### src/rtl/mips_fetch_unit.sv
// Instruction-fetch stage: holds the PC, fetches one word per instruction over a
// req/ack handshake, and selects the next PC from the controller's PCSrc/Jump on retire.
module mips_fetch_unit #(
    parameter logic [31:0] RESET_PC = 32'h0000_0000
) (
    input  logic        Clk,
    input  logic        Rst_n,
    output logic        ImemReq,
    output logic [31:0] ImemAddr,
    input  logic        ImemAck,
    input  logic [31:0] ImemRData,
    output logic [31:0] Instr,
    output logic [5:0]  Op,
    output logic [5:0]  Funct,
    output logic [31:0] PC,
    output logic [31:0] PCPlus4,
    output logic        InstrValid,
    input  logic        InstrReady,
    input  logic        PCSrc,
    input  logic        Jump,
    output logic [31:0] InstrCount
);

    localparam logic [1:0] IDLE  = 2'd0;
    localparam logic [1:0] FETCH = 2'd1;
    localparam logic [1:0] HOLD  = 2'd2;

    logic [1:0]  state_q, state_d;
    logic [31:0] pc_q, pc_d;
    logic [31:0] instr_q, instr_d;
    logic [31:0] count_q, count_d;
    logic [31:0] pc_plus4;
    logic [31:0] branch_off;
    logic [31:0] next_pc;
    logic        capture;
    logic        retire;

    assign pc_plus4   = pc_q + 32'd4;
    assign branch_off = {{14{instr_q[15]}}, instr_q[15:0], 2'b00};
    assign capture    = (state_q == FETCH) && ImemAck;
    assign retire     = (state_q == HOLD) && InstrReady;

    // Jump outranks a taken branch; PCSrc/Jump only matter on the retiring edge.
    always_comb begin
        next_pc = pc_plus4;
        if (Jump) begin
            next_pc = {pc_plus4[31:28], instr_q[25:0], 2'b00};
        end else if (PCSrc) begin
            next_pc = pc_plus4 + branch_off;
        end
    end

    always_comb begin
        state_d = state_q;
        pc_d    = pc_q;
        instr_d = instr_q;
        count_d = count_q;
        case (state_q)
            IDLE: state_d = FETCH;
            FETCH: begin
                if (capture) begin
                    instr_d = ImemRData;
                    state_d = HOLD;
                end
            end
            HOLD: begin
                if (retire) begin
                    pc_d    = next_pc;
                    count_d = count_q + 32'd1;
                    state_d = FETCH;
                end
            end
            default: state_d = IDLE;
        endcase
    end

    always_ff @(posedge Clk or negedge Rst_n) begin
        if (!Rst_n) begin
            state_q <= IDLE;
            pc_q    <= RESET_PC;
            instr_q <= 32'h0;
            count_q <= 32'h0;
        end else begin
            state_q <= state_d;
            pc_q    <= pc_d;
            instr_q <= instr_d;
            count_q <= count_d;
        end
    end

    // All outputs derive from registers only.
    assign ImemReq    = (state_q == FETCH);
    assign InstrValid = (state_q == HOLD);
    assign ImemAddr   = pc_q;
    assign PC         = pc_q;
    assign PCPlus4    = pc_plus4;
    assign Instr      = instr_q;
    assign Op         = instr_q[31:26];
    assign Funct      = instr_q[5:0];
    assign InstrCount = count_q;

endmodule

### config.mk
export PLATFORM = sky130hd
export DESIGN_NAME = mips_fetch_unit
export DESIGN_NICKNAME = d
export VERILOG_FILES = /design/src/rtl/mips_fetch_unit.sv
export SDC_FILE = /design/constraint.sdc
export NUM_CORES = 1
export LEC_CHECK = 0
export CORE_ASPECT_RATIO = 1.5
export CORE_MARGIN = 2
export CORE_UTILIZATION = 52
export DETAILED_ROUTE_END_ITERATION = 8
export GPL_ROUTABILITY_DRIVEN = 0
export PLACE_DENSITY = 0.85
export SETUP_SLACK_MARGIN = 0.5
export SLEW_MARGIN = 20
export SYNTH_ARGS = -nofsm -noshare
export SYNTH_HDL_FRONTEND = slang
export SYNTH_SLANG_ARGS = --single-unit
### constraint.sdc
create_clock -name Clk -period 8.4 [get_ports Clk]
set_input_delay 1.68 -clock Clk [delete_from_list [all_inputs] [get_ports Clk]]
set_output_delay 1.68 -clock Clk [all_outputs]
set_load 0.01 [all_outputs]
# --- Yosys cells after proc, flatten, opt, wreduce, memory -nomap -nowiden ---
# Cells that the tools add are included.
totals:
  ff_bits: 98
  latch_bits: 0
  ram_bits: 0
  rom_bits: 0
  output_inout_bits: 174
  wordCells: 22
  memories: 0
op_classes:
  n_addsub: 3
  multipliers: 0
  n_div: 0
  magnitude_cmp: 0
  eq_ne: 4
  shift: 0
  muxes: 5
  bitwise: 0
  reduce_logical: 6
ops:
  columns: ["operator", "n"]
  rows:
  - ["$mux 32", 2]
  - ["$add 32x1->32 const B", 1]
  - ["$add 32x3->32 const B", 1]
  - ["$add 32x32->32", 1]
  - ["$pmux 2 s3", 1]
  - ["$reduce_and 2->1", 3]
  - ["$mux 2", 2]
  - ["$ne 2x1->1 const B", 2]
  - ["$eq 2x1->1 const B", 1]
  - ["$eq 2x2->1 const B", 1]
  - ["$logic_and 1x1->1", 2]
  - ["$logic_not 2->1", 1]

# --- Logic depth before layout (Yosys ltp) ---
# Gate-level depths: netlist of the first run.
depth:
  ltp_word: 4
  ltp_mapped: 16
  mapped_depth_nobuf: 14

# --- Worst setup path before layout of the first run ---
# Ideal clock, no wire load.
synth_timing:
  kind: "register to output"
  startpoint: "register pc_q[11], in the netlist ImemAddr[11]"
  endpoint: "output port PCPlus4[30]"
  arrival_ps: 2130
  t_required_ps: 6720
  path_slack_ps: 4590
  path_stages_with_launch: 8
  path_cell_list: "dfrtp_1 buf_4 and4_4 nand4_4 or4_4 buf_6 nor3_1 xor2_1"
synth_via:
  elab_chain_len: 1
synth_rtl:
  columns: ["item", "line_no", "rtl"]
  rows:
  - ["start: declaration", "29", "logic [31:0] pc_q, pc_d;"]
  - ["start signal: assignment", "85", "pc_q <= pc_d;"]
  - ["$add 32x3->32", "38", "assign pc_plus4 = pc_q + 32'd4;"]
  - ["end: declaration", "16", "output logic [31:0] PCPlus4,"]
# No other way between the ends.

# --- Worst setup path in the final report of the first run ---
layout_timing:
  startpoint: "register pc_q[2], in the netlist ImemAddr[2]"
  endpoint: "output port PCPlus4[30]"
# Same word-level chain as after synthesis.

==> metrics.txt, run 1 <==
status finished, final reports clean; # port buffers between 200 and 250; share of cells above drive strength 1 7.17%; Comb pwr share between 60% and 70%; cell depth of the worst flop-to-flop path 12; number of DRC markers in iteration 0 392; final net count 977; DP Wirelength 14.9 mm; vias in the first global route slightly above 6000; worst skew pair latency roughly 0.36 ns; Power Internal 0.00206 W; Max Cap Viol 0; CP startpoint kind register; Net Sw Frac 44.6%; Antenna Cells 0; Tmin final 4.80 ns; crit path DAT approximately 3.1 ns; die width ~100 µm; CP required ~6.7 ns; Placed Cells 1049; top-area cell type share of the netlist area a little over a third; initial antenna violation count 0; final hold vios 0; IO Pins between 200 and 250; syn avg cell area 9.11 µm²; hold path depth 1; global route overflow 0; Clock Skew 0.0105 ns; FILL cells 1023; Post-synth EDFFs 0; Yosys Warn Count 0; worst reg2reg path endpoint ImemAddr[29]; maximum number of pins on one net before global-route repair 66; WL final ~20 mm; r2r setup slk approximately 4.2 ns; clock buffer count from CTS 9; PnR Total Power between 0.003 and 0.004 W; Seq/Total Area, Yosys between 30% and 40%; leading cell type in the layout, fill and taps excluded clkdlybuf4s50_1; Vert. Die Dim roughly 140 µm; clock root buffer clkbuf_16; CTS sink cnt between 90 and 100; row count 51; Routed WL per cell 18.8 µm; H-Tree Depth 3; FF+latch count, synth between 90 and 100; Post-CTS Setup Bufs 0; Slew headroom about 29%; Hold Crit Class reg2reg; clock buffer depth 2; Worst setup EP type output pin; Synth cell types 60; peak supply drop between 0.0002 and 0.00025 V; Placed Area between 8000 and 9000 µm²; Primary FF master, synth dfrtp_1; largest cells by area after synthesis dfrtp_1, xnor2_1, ha_1; Hold Crit Endpoint state_q[0]; DRC 0; Initial Utilization between 50% and 60%; Post-CTS Resized 0; Leak roughly 3.8 nW; type of the worst setup path reg2out; first-pass GRT wire length ~32 mm; total negative slack 0 ns; Post-Layout Cell Count ~1100; Core Area 12900 µm²; switching pwr roughly 0.0017 W; area grow syn2layout 31.5%; mapped cell area around 6800 µm²; all-layer global routing usage 28.0%; final setup violation count 0; routed vias/inst roughly 5.9; most frequent cells in the layout clkdlybuf4s50_1, dfrtp_1, nand2_1, xnor2_1, a21oi_1; worst r2r src ImemAddr[2]; Max Freq ~210 MHz; full die area between 10000 and 15000 µm²; remaining antenna violation count 0; Synth area leader dfrtp_1; fin crit share ~57%; CTS Hold Buffers Added 0; vias roughly 6300; max-slew violations 0; hold path startpoint state_q[1]; Synth async-reset ratio 100%; RSZ-0062 raised after global routing no; CTS tree built; clock power share between 10% and 20%; worst-path maximum fanout 8; Power Density 416 nW/µm²; Final Instance Area approximately 9000 µm²; cells after synthesis around 750; Reg power frac between 20% and 30%; drt first pass iters 5; CTS clock-pin slew for the worst setup and hold paths 0.08 ns; Worst-Margin Slew between 1 and 1.5 ns
-- worst max-delay path: stages, from the launching register on --
cell             delay (ns)
dfrtp_1                0.50
ha_1                   0.33
nand3_1                0.19
or4_4                  0.64
nor3_1                 0.24
xor2_1                 0.27
clkdlybuf4s50_1        0.59
-- sequential cells by signal, summed over array words and instances (netlist names) --
| register | count |
|---|---|
| ImemAddr | 30 |
| Instr | 32 |
| InstrCount | 32 |
| state_q | 2 |
-- power groups by stage --
stage | combinational (W) | clock, W | sequential (W)
finish | 0.00243 | 0.000420 | 0.000879
global route | 0.00263 | 0.000446 | 0.000909
CTS | 0.00242 | 0.000422 | 0.000876
detailed placement | 0.00239 | 0 | 0.000881
global placement | 0.00237 | 0 | 0.000874
floorplan | 0.00149 | 0 | 0.000878
-- area by class of cell --
cell class / instances / area [µm²] / share of cell area (%)
clock buffers: 10 / 239 / 2.67
clock inverters: 6 / 62.6 / 0.698
inverters: 22 / 82.6 / 0.921
multi-input cells: 562 / 3890 / 43.4
flip-flops and latches: 96 / 2400 / 26.8
well taps: 159 / 199 / 2.22
repair buffers: 210 / 2090 / 23.3
-- Yosys cell counts (9+ instances only) --
master    count
xnor2_1      54
mux2_2       34
nor2_1       43
a21o_1       14
nand2_1      67
nor3_1       10
clkbuf_1     22
inv_1        22
nand3_1      30
ha_1         37
nand4_1      18
o21ai_0      46
a211oi_1     10
dfrtp_1      96
and3_1       16
xor2_1       24
buf_4        49
o211ai_1      9
a21oi_1      51
-- cells by family (layout without fill, tap and decap cells) --
kind of cell    count (synthesis)  in the layout  synth area share [%]
other cells                     1              6                0.0550
buf+inv                        95            248                  8.04
mux                            42             42                  6.79
fa+ha+maj                      38             38                  7.09
xor+xnor                       78             78                  10.0
simple gates                  224            224                  16.8
flops                          96             96                  35.2
compound gates                174            174                  16.0
-- layer usage --
metal / part of all wire, % / global-route usage [%] / up-vias / wire, µm
met5: 0 / 0 / - / 0
met4: 4.0 / 12.9 / 0 / 807
met3: 6.4 / 5.94 / 51 / 1270
met2: 50 / 48.4 / 247 / 10000
met1: 39 / 33.3 / 3028 / 7880
li1: - / - / 2924 / -
-- metrics by stage --
stage                     hold slack (ns)  worst slack [ns]  util [%]
after floorplan                     0.464              4.59         -
after global placement              0.459              3.84      67.1
after detailed placement            0.492              3.70      67.1
after CTS                           0.506              3.32      69.5
after global routing                0.523              3.40      69.5
final                               0.504              3.60      69.5
-- worst max path at each step --
stage / startpoint / end / cells after the start
6_report: ImemAddr[2] / PCPlus4[30] / 6
5_1_grt: ImemAddr[4] / PCPlus4[31] / 6
4_1_cts: ImemAddr[11] / PCPlus4[25] / 6
3_5_place_dp: ImemAddr[11] / PCPlus4[31] / 6
3_3_place_gp: ImemAddr[11] / PCPlus4[25] / 6
2_1_floorplan: ImemAddr[11] / PCPlus4[30] / 7
Power figures use the tool's default switching activity.
==> run 2, diff against run 1 <==
- CORE_UTILIZATION: 52 -> 43
- PLACE_DENSITY: 0.85 -> 0.75
- clock period: 8.4 -> 3.9 ns (I/O delays scaled with it)
==> metrics.txt, run 2 (synthesized netlist as in run 1, its figures left out) <==
status finished, final reports clean; DP Wirelength 16.3 mm (+9.4%); drt first pass iters 5 (unchanged); die width 107 µm (+9.6%); pre-CTS setup slack 0.152 ns (-3.55 ns); crit path DAT 3.70 ns (+0.58 ns); Clock Skew 0.00984 ns (-0.000643 ns); row count 56 (+9.8%); vias in the first global route 6521 (+6.1%); CP top delay family simple AND/OR/NAND/NOR gates; worst-path maximum fanout 5 (-3); FILL cells 1342 (+31%); CP Cell Sequence and4_4 -> nand4_4 -> nor3_1 -> xnor2_1 -> ha_1 -> and2_1 -> and3_1 -> nand4_1 -> nor4b_4 -> nor2_1 -> o21ai_1 -> mux2_2 -> o22ai_1; Antenna Cells 0 (unchanged); Initial Utilization 43.8% (-9.1 points); fin util 62.4% (-7.1 points); Core Area 15600 µm² (+21%); WL final 22.1 mm (+11%); maximum number of pins on one net before global-route repair 64 (-3.0%); DRC 0 (unchanged); Slew headroom 44.7% (+16 points); CTS sink cnt 96 (unchanged); leading cell type in the layout, fill and taps excluded clkdlybuf4s50_1; Max Cap Viol 0 (unchanged); CP required 4.16 ns (-2.56 ns); total negative slack 0 ns (unchanged); clock buffer depth 2 (unchanged); # port buffers 205 (unchanged); final hold vios 0 (unchanged); remaining antenna violation count 0 (unchanged); routed vias/inst 5.60 (-4.5%); fin crit share 88.1%; CTS clock-pin slew for the worst setup and hold paths 0.08 ns (about the same); full die area 16900 µm² (+20%); worst skew pair latency 0.36 ns (about the same); clock root buffer clkbuf_16; number of DRC markers in iteration 0 336 (-14%); Sequential Area 2410 µm² (+0.36%); CP max stage cell dfrtp_2; CP Buf/Inv Count 0 (-1); max-slew violations 0 (unchanged); Worst path max stage delay 0.38 ns (-0.26 ns); area grow syn2layout 42.4%; Power Density 900 nW/µm² (+120%); fin worst setup slack 0.466 ns (-3.13 ns); final setup violation count 0 (unchanged); RSZ-0062 raised after global routing yes; Tmin final 3.43 ns; IO Pins 212 (unchanged); Worst-Margin Slew 0.828 ns (-0.241 ns); final net count 1029 (+5.3%); CP startpoint kind register; share of cells above drive strength 1 17.7% (+11 points); multi-input logic area 4170 µm² (+7.2%); clock buffer count from CTS 9 (unchanged); Routed WL per cell 19.0 µm (+1.5%); H-Tree Depth 3 (unchanged); initial antenna violation count 0 (unchanged); Leak 4.16 nW (+8.9%); peak supply drop 0.000551 V (+130%); global route overflow 0 (unchanged); type of the worst setup path reg2reg; first-pass GRT wire length 34.0 mm (+7.5%); CTS Hold Buffers Added 0 (unchanged); Max Freq slightly below 300 MHz; CTS tree built; Vert. Die Dim 158 µm (+9.7%); Hold Crit Class reg2reg; vias 6506 (+4.1%); all-layer global routing usage 25.7% (-2.3 points); most frequent cells in the layout clkdlybuf4s50_1, dfrtp_1, nand2_1, buf_4, xnor2_1; Worst setup EP type register
-- run 2: changes by cell type in the layout (fill, tap and decap cells not counted), sizes merged --
cell	delta
clkinvlp	+1
inv	+1
clkdlybuf4s50	-7
dlymetal6s2s	+2
clkbuf	-1
dlygate4sd2	+4
clkinv	-1
buf	+53
-- run 2: repair_timing --
action / in CTS / in global routing
resized for setup: 36 / 32
setup buffers: 19 / 11
setup endpoints to repair: 21 / 17
pin swaps: 8 / 18
-- run 2: worst reg2reg max path, cell delays in order (launching register included) --
cell,delay [ns]
dfrtp_2,0.38
and4_4,0.24
nand4_4,0.16
nor3_1,0.30
xnor2_1,0.16
ha_1,0.36
and2_1,0.17
and3_1,0.19
nand4_1,0.18
nor4b_4,0.37
nor2_1,0.13
o21ai_1,0.21
mux2_2,0.36
o22ai_1,0.15
-- run 2: where the power goes --
part / leakage, nW / total [W] / internal [W] / switching [W]
Combinational: 2.82 / 0.00600 / 0.00306 / 0.00294
Sequential: 1.20 / 0.00184 / 0.00134 / 0.000505
Clock: 0.141 / 0.000896 / 0.000448 / 0.000448
Total: 4.16 / 0.00874 / 0.00485 / 0.00389
-- run 2: path summary, 6_finish.rpt --
| path | slack, ns | end | start | cells past startpoint |
|---|---|---|---|---|
| worst max-delay path | 0.47 | ImemAddr[29] | ImemAddr[14] | 13 |
| worst min-delay path | 0.47 | InstrCount[31] | InstrCount[31] | 1 |
| worst max register to register | 0.47 | ImemAddr[29] | ImemAddr[14] | 13 |
| worst min register to register | 0.47 | InstrCount[31] | InstrCount[31] | 1 |
| max in group asynchronous | 2.60 | ImemAddr[18] | Rst_n | 2 |
| min in group asynchronous | 0.50 | Instr[7] | Rst_n | 1 |
-- run 2: area by class of cell --
type,count,area share [%]
Timing Repair Buffer,262,25.7
Clock inverter,7,0.683
Tap cell,203,2.62
Multi-Input combinational cell,562,43.0
Inverter,22,0.851
Sequential cell,96,24.8
Clock buffer,9,2.32
-- run 2: routing by layer --
metal  global-route usage [%]  wire, µm  part of all wire [%]
met5                        0         0                     0
met3                     5.85      1630                   7.4
met1                     28.7      8080                    37
met2                     46.5     11700                    53
met4                     10.8       724                   3.3
-- run 2: metrics by stage --
step,hold WS (ns),cell area (µm²),instances,total power [W]
2_1_floorplan,0.464,6910,753,0.00515
3_3_place_gp,0.456,8950,1115,0.00723
3_5_place_dp,0.460,8950,1115,0.00729
4_1_cts,0.472,9510,1150,0.00846
5_1_grt,0.496,9710,1161,0.00932
6_report,0.468,9710,1161,0.00874
==> run 3, diff against run 2 <==
- clock period: 3.9 -> 3.1 ns (I/O delays scaled with it)
==> metrics.txt, run 3 (synthesized netlist as in run 1, its figures left out) <==
Power Internal 0.00835 W (+72%); FILL cells 926 (-31%); Worst path max stage delay 0.60 ns (+0.22 ns); status complete, but fails checks; worst-path maximum fanout 7 (+2); most frequent CP cell a21o_1; clock power share 7.9% (-2.4 points); Antenna Cells 0 (unchanged); grt met1 use 33.7% (+5.0 points); H-Tree Depth 3 (unchanged); number of DRC markers in iteration 0 551 (+64%); CP required 3.37 ns (-0.79 ns); leading cell type in the layout, fill and taps excluded clkdlybuf4s50_1; WL final 28.2 mm (+28%); CTS tree built; r2r setup slk -0.30 ns (-0.76 ns); Max Cap Viol 0 (unchanged); met3 GRT Util 4.57% (-1.3 points); area grow syn2layout 75.7%; clock buffer count from CTS 9 (unchanged); fin worst setup slack -0.297 ns (-0.763 ns); RSZ-0062 raised after global routing yes; worst skew pair latency 0.36 ns (about the same); CTS sink cnt 96 (unchanged); Max Freq 294 MHz (+1.1%); worst r2r src ImemAddr[10]; Clock Skew 0.00966 ns (-0.000181 ns); CP top delay family simple AND/OR/NAND/NOR gates; worst reg2reg path endpoint ImemAddr[30]; clock root buffer clkbuf_16; Comb pwr share 77.3% (+8.6 points); Routed WL per cell 21.6 µm (+14%); vias 7653 (+18%); CP Buf/Inv Count 1 (+1); drt first pass iters 5 (unchanged); first-pass GRT wire length 38.8 mm (+14%); Core Area 15600 µm² (unchanged); Initial Utilization 43.8% (unchanged); fin util 77.0% (+15 points); Worst setup EP type register; Vert. Die Dim 158 µm (unchanged); type of the worst setup path reg2reg; final setup violation count 20 (+20); cell depth of the worst flop-to-flop path 14 (+1); Slew headroom 57.5% (+13 points); failing checks setup timing; Tmin final 3.40 ns (-0.0374 ns); DRC 0 (unchanged); Leak 5.21 nW (+25%); final hold vios 0 (unchanged); CTS Hold Buffers Added 0 (unchanged); DP Wirelength 16.8 mm (+3.2%); CP startpoint kind register; GRT busiest layer met2; Net Sw Frac 44.4% (-0.14 points); crit path DAT 3.67 ns (-0.03 ns); CP max stage cell or4_4; remaining antenna violation count 0 (unchanged); M2 GR Usage 52.6% (+6.0 points); vias in the first global route 7320 (+12%); switching pwr 0.00666 W (+71%); all-layer global routing usage 29.3% (+3.6 points); maximum number of pins on one net before global-route repair 54 (-16%); most frequent cells in the layout clkdlybuf4s50_1, buf_4, dfrtp_1, nand2_1, buf_6; final net count 1173 (+14%); peak supply drop 0.000880 V (+60%); clock buffer depth 2 (unchanged); full die area 16900 µm² (unchanged); Reg power frac 14.8% (-6.3 points); CP Cell Sequence and3_4 -> nand3_2 -> or4_4 -> buf_4 -> nor2_4 -> xor2_2 -> ha_4 -> a21o_1 -> a21o_1 -> a31oi_1 -> o21ai_1 -> nand3_1 -> o211ai_1 -> a22oi_2; Hold Crit Class in2async; row count 56 (unchanged); die width 107 µm (unchanged); routed vias/inst 5.86 (+4.7%); Worst-Margin Slew 0.637 ns (-0.191 ns); # port buffers 205 (unchanged); fin crit share 110% (+22 points); Power Density 1250 nW/µm² (+39%); total negative slack -2.93 ns (-2.93 ns); global route overflow 0 (unchanged); share of cells above drive strength 1 40.5% (+23 points); IO Pins 212 (unchanged); max-slew violations 0 (unchanged); initial antenna violation count 0 (unchanged); CTS clock-pin slew for the worst setup and hold paths 0.08 ns (about the same)
run 3: worst max-delay path by stage:
| stage | startpoint | slack [ns] | end | cells after the start |
|---|---|---|---|---|
| global placement | ImemAddr[5] | -0.31 | ImemAddr[30] | 13 |
| global route | ImemAddr[4] | -0.41 | ImemAddr[25] | 14 |
| CTS | ImemAddr[11] | -0.15 | ImemAddr[28] | 11 |
| detailed placement | ImemAddr[11] | -0.27 | ImemAddr[29] | 12 |
| finish | ImemAddr[10] | -0.30 | ImemAddr[30] | 14 |
| floorplan | ImemAddr[11] | -0.24 | ImemAddr[26] | 13 |
run 3: per-layer routing:
layer  vias up  wire, µm  share of wire [%]
met4         0      1670                5.9
met3       138      1960                6.9
met1      3756      9980                 35
met5         -         0                  0
met2       444     14600                 52
li1       3315         -                  -
run 3: final cells by class:
type	instances	area, µm²	area share, %
multi-input combinational	562	5210	43.5
timing repair buffer	406	3690	30.9
sequential	96	2410	20.2
tap	203	254	2.12
clock buffer	9	225	1.88
clock inverter	7	93.8	0.784
inverter	22	82.6	0.690
run 3: worst reg2reg max path, delay by kind of cell (launching register included):
family	cells	cell delay, ns
simple gates	5	1.20
compound gates	6	1.06
flops	1	0.38
buf+inv	1	0.18
xor+xnor	1	0.23
fa+ha+maj	1	0.27
run 3: per-stage QoR:
stage / area (µm²) / power [W] / hold slack (ns) / instances / setup slack (ns)
6_report: 12000 / 0.0150 / 0.284 / 1305 / -0.297
5_1_grt: 12000 / 0.0156 / 0.328 / 1305 / -0.408
4_1_cts: 11300 / 0.0132 / 0.308 / 1281 / -0.148
3_5_place_dp: 9960 / 0.0105 / 0.466 / 1220 / -0.268
3_3_place_gp: 9960 / 0.0104 / 0.458 / 1220 / -0.312
2_1_floorplan: 7150 / 0.00677 / 0.324 / 753 / -0.241
run 3: what timing repair did:
action	CTS	global route
gates resized for setup	229	114
setup buffers	45	24
pin swaps	103	71
setup endpoints to repair	49	52
run 3: power groups by stage:
stage | Combinational, W | Sequential [W] | Clock (W)
after floorplan | 0.00433 | 0.00244 | 0
after global placement | 0.00828 | 0.00215 | 0
after detailed placement | 0.00837 | 0.00217 | 0
after CTS | 0.00981 | 0.00217 | 0.00120
after global routing | 0.0121 | 0.00226 | 0.00126
final | 0.0116 | 0.00222 | 0.00119
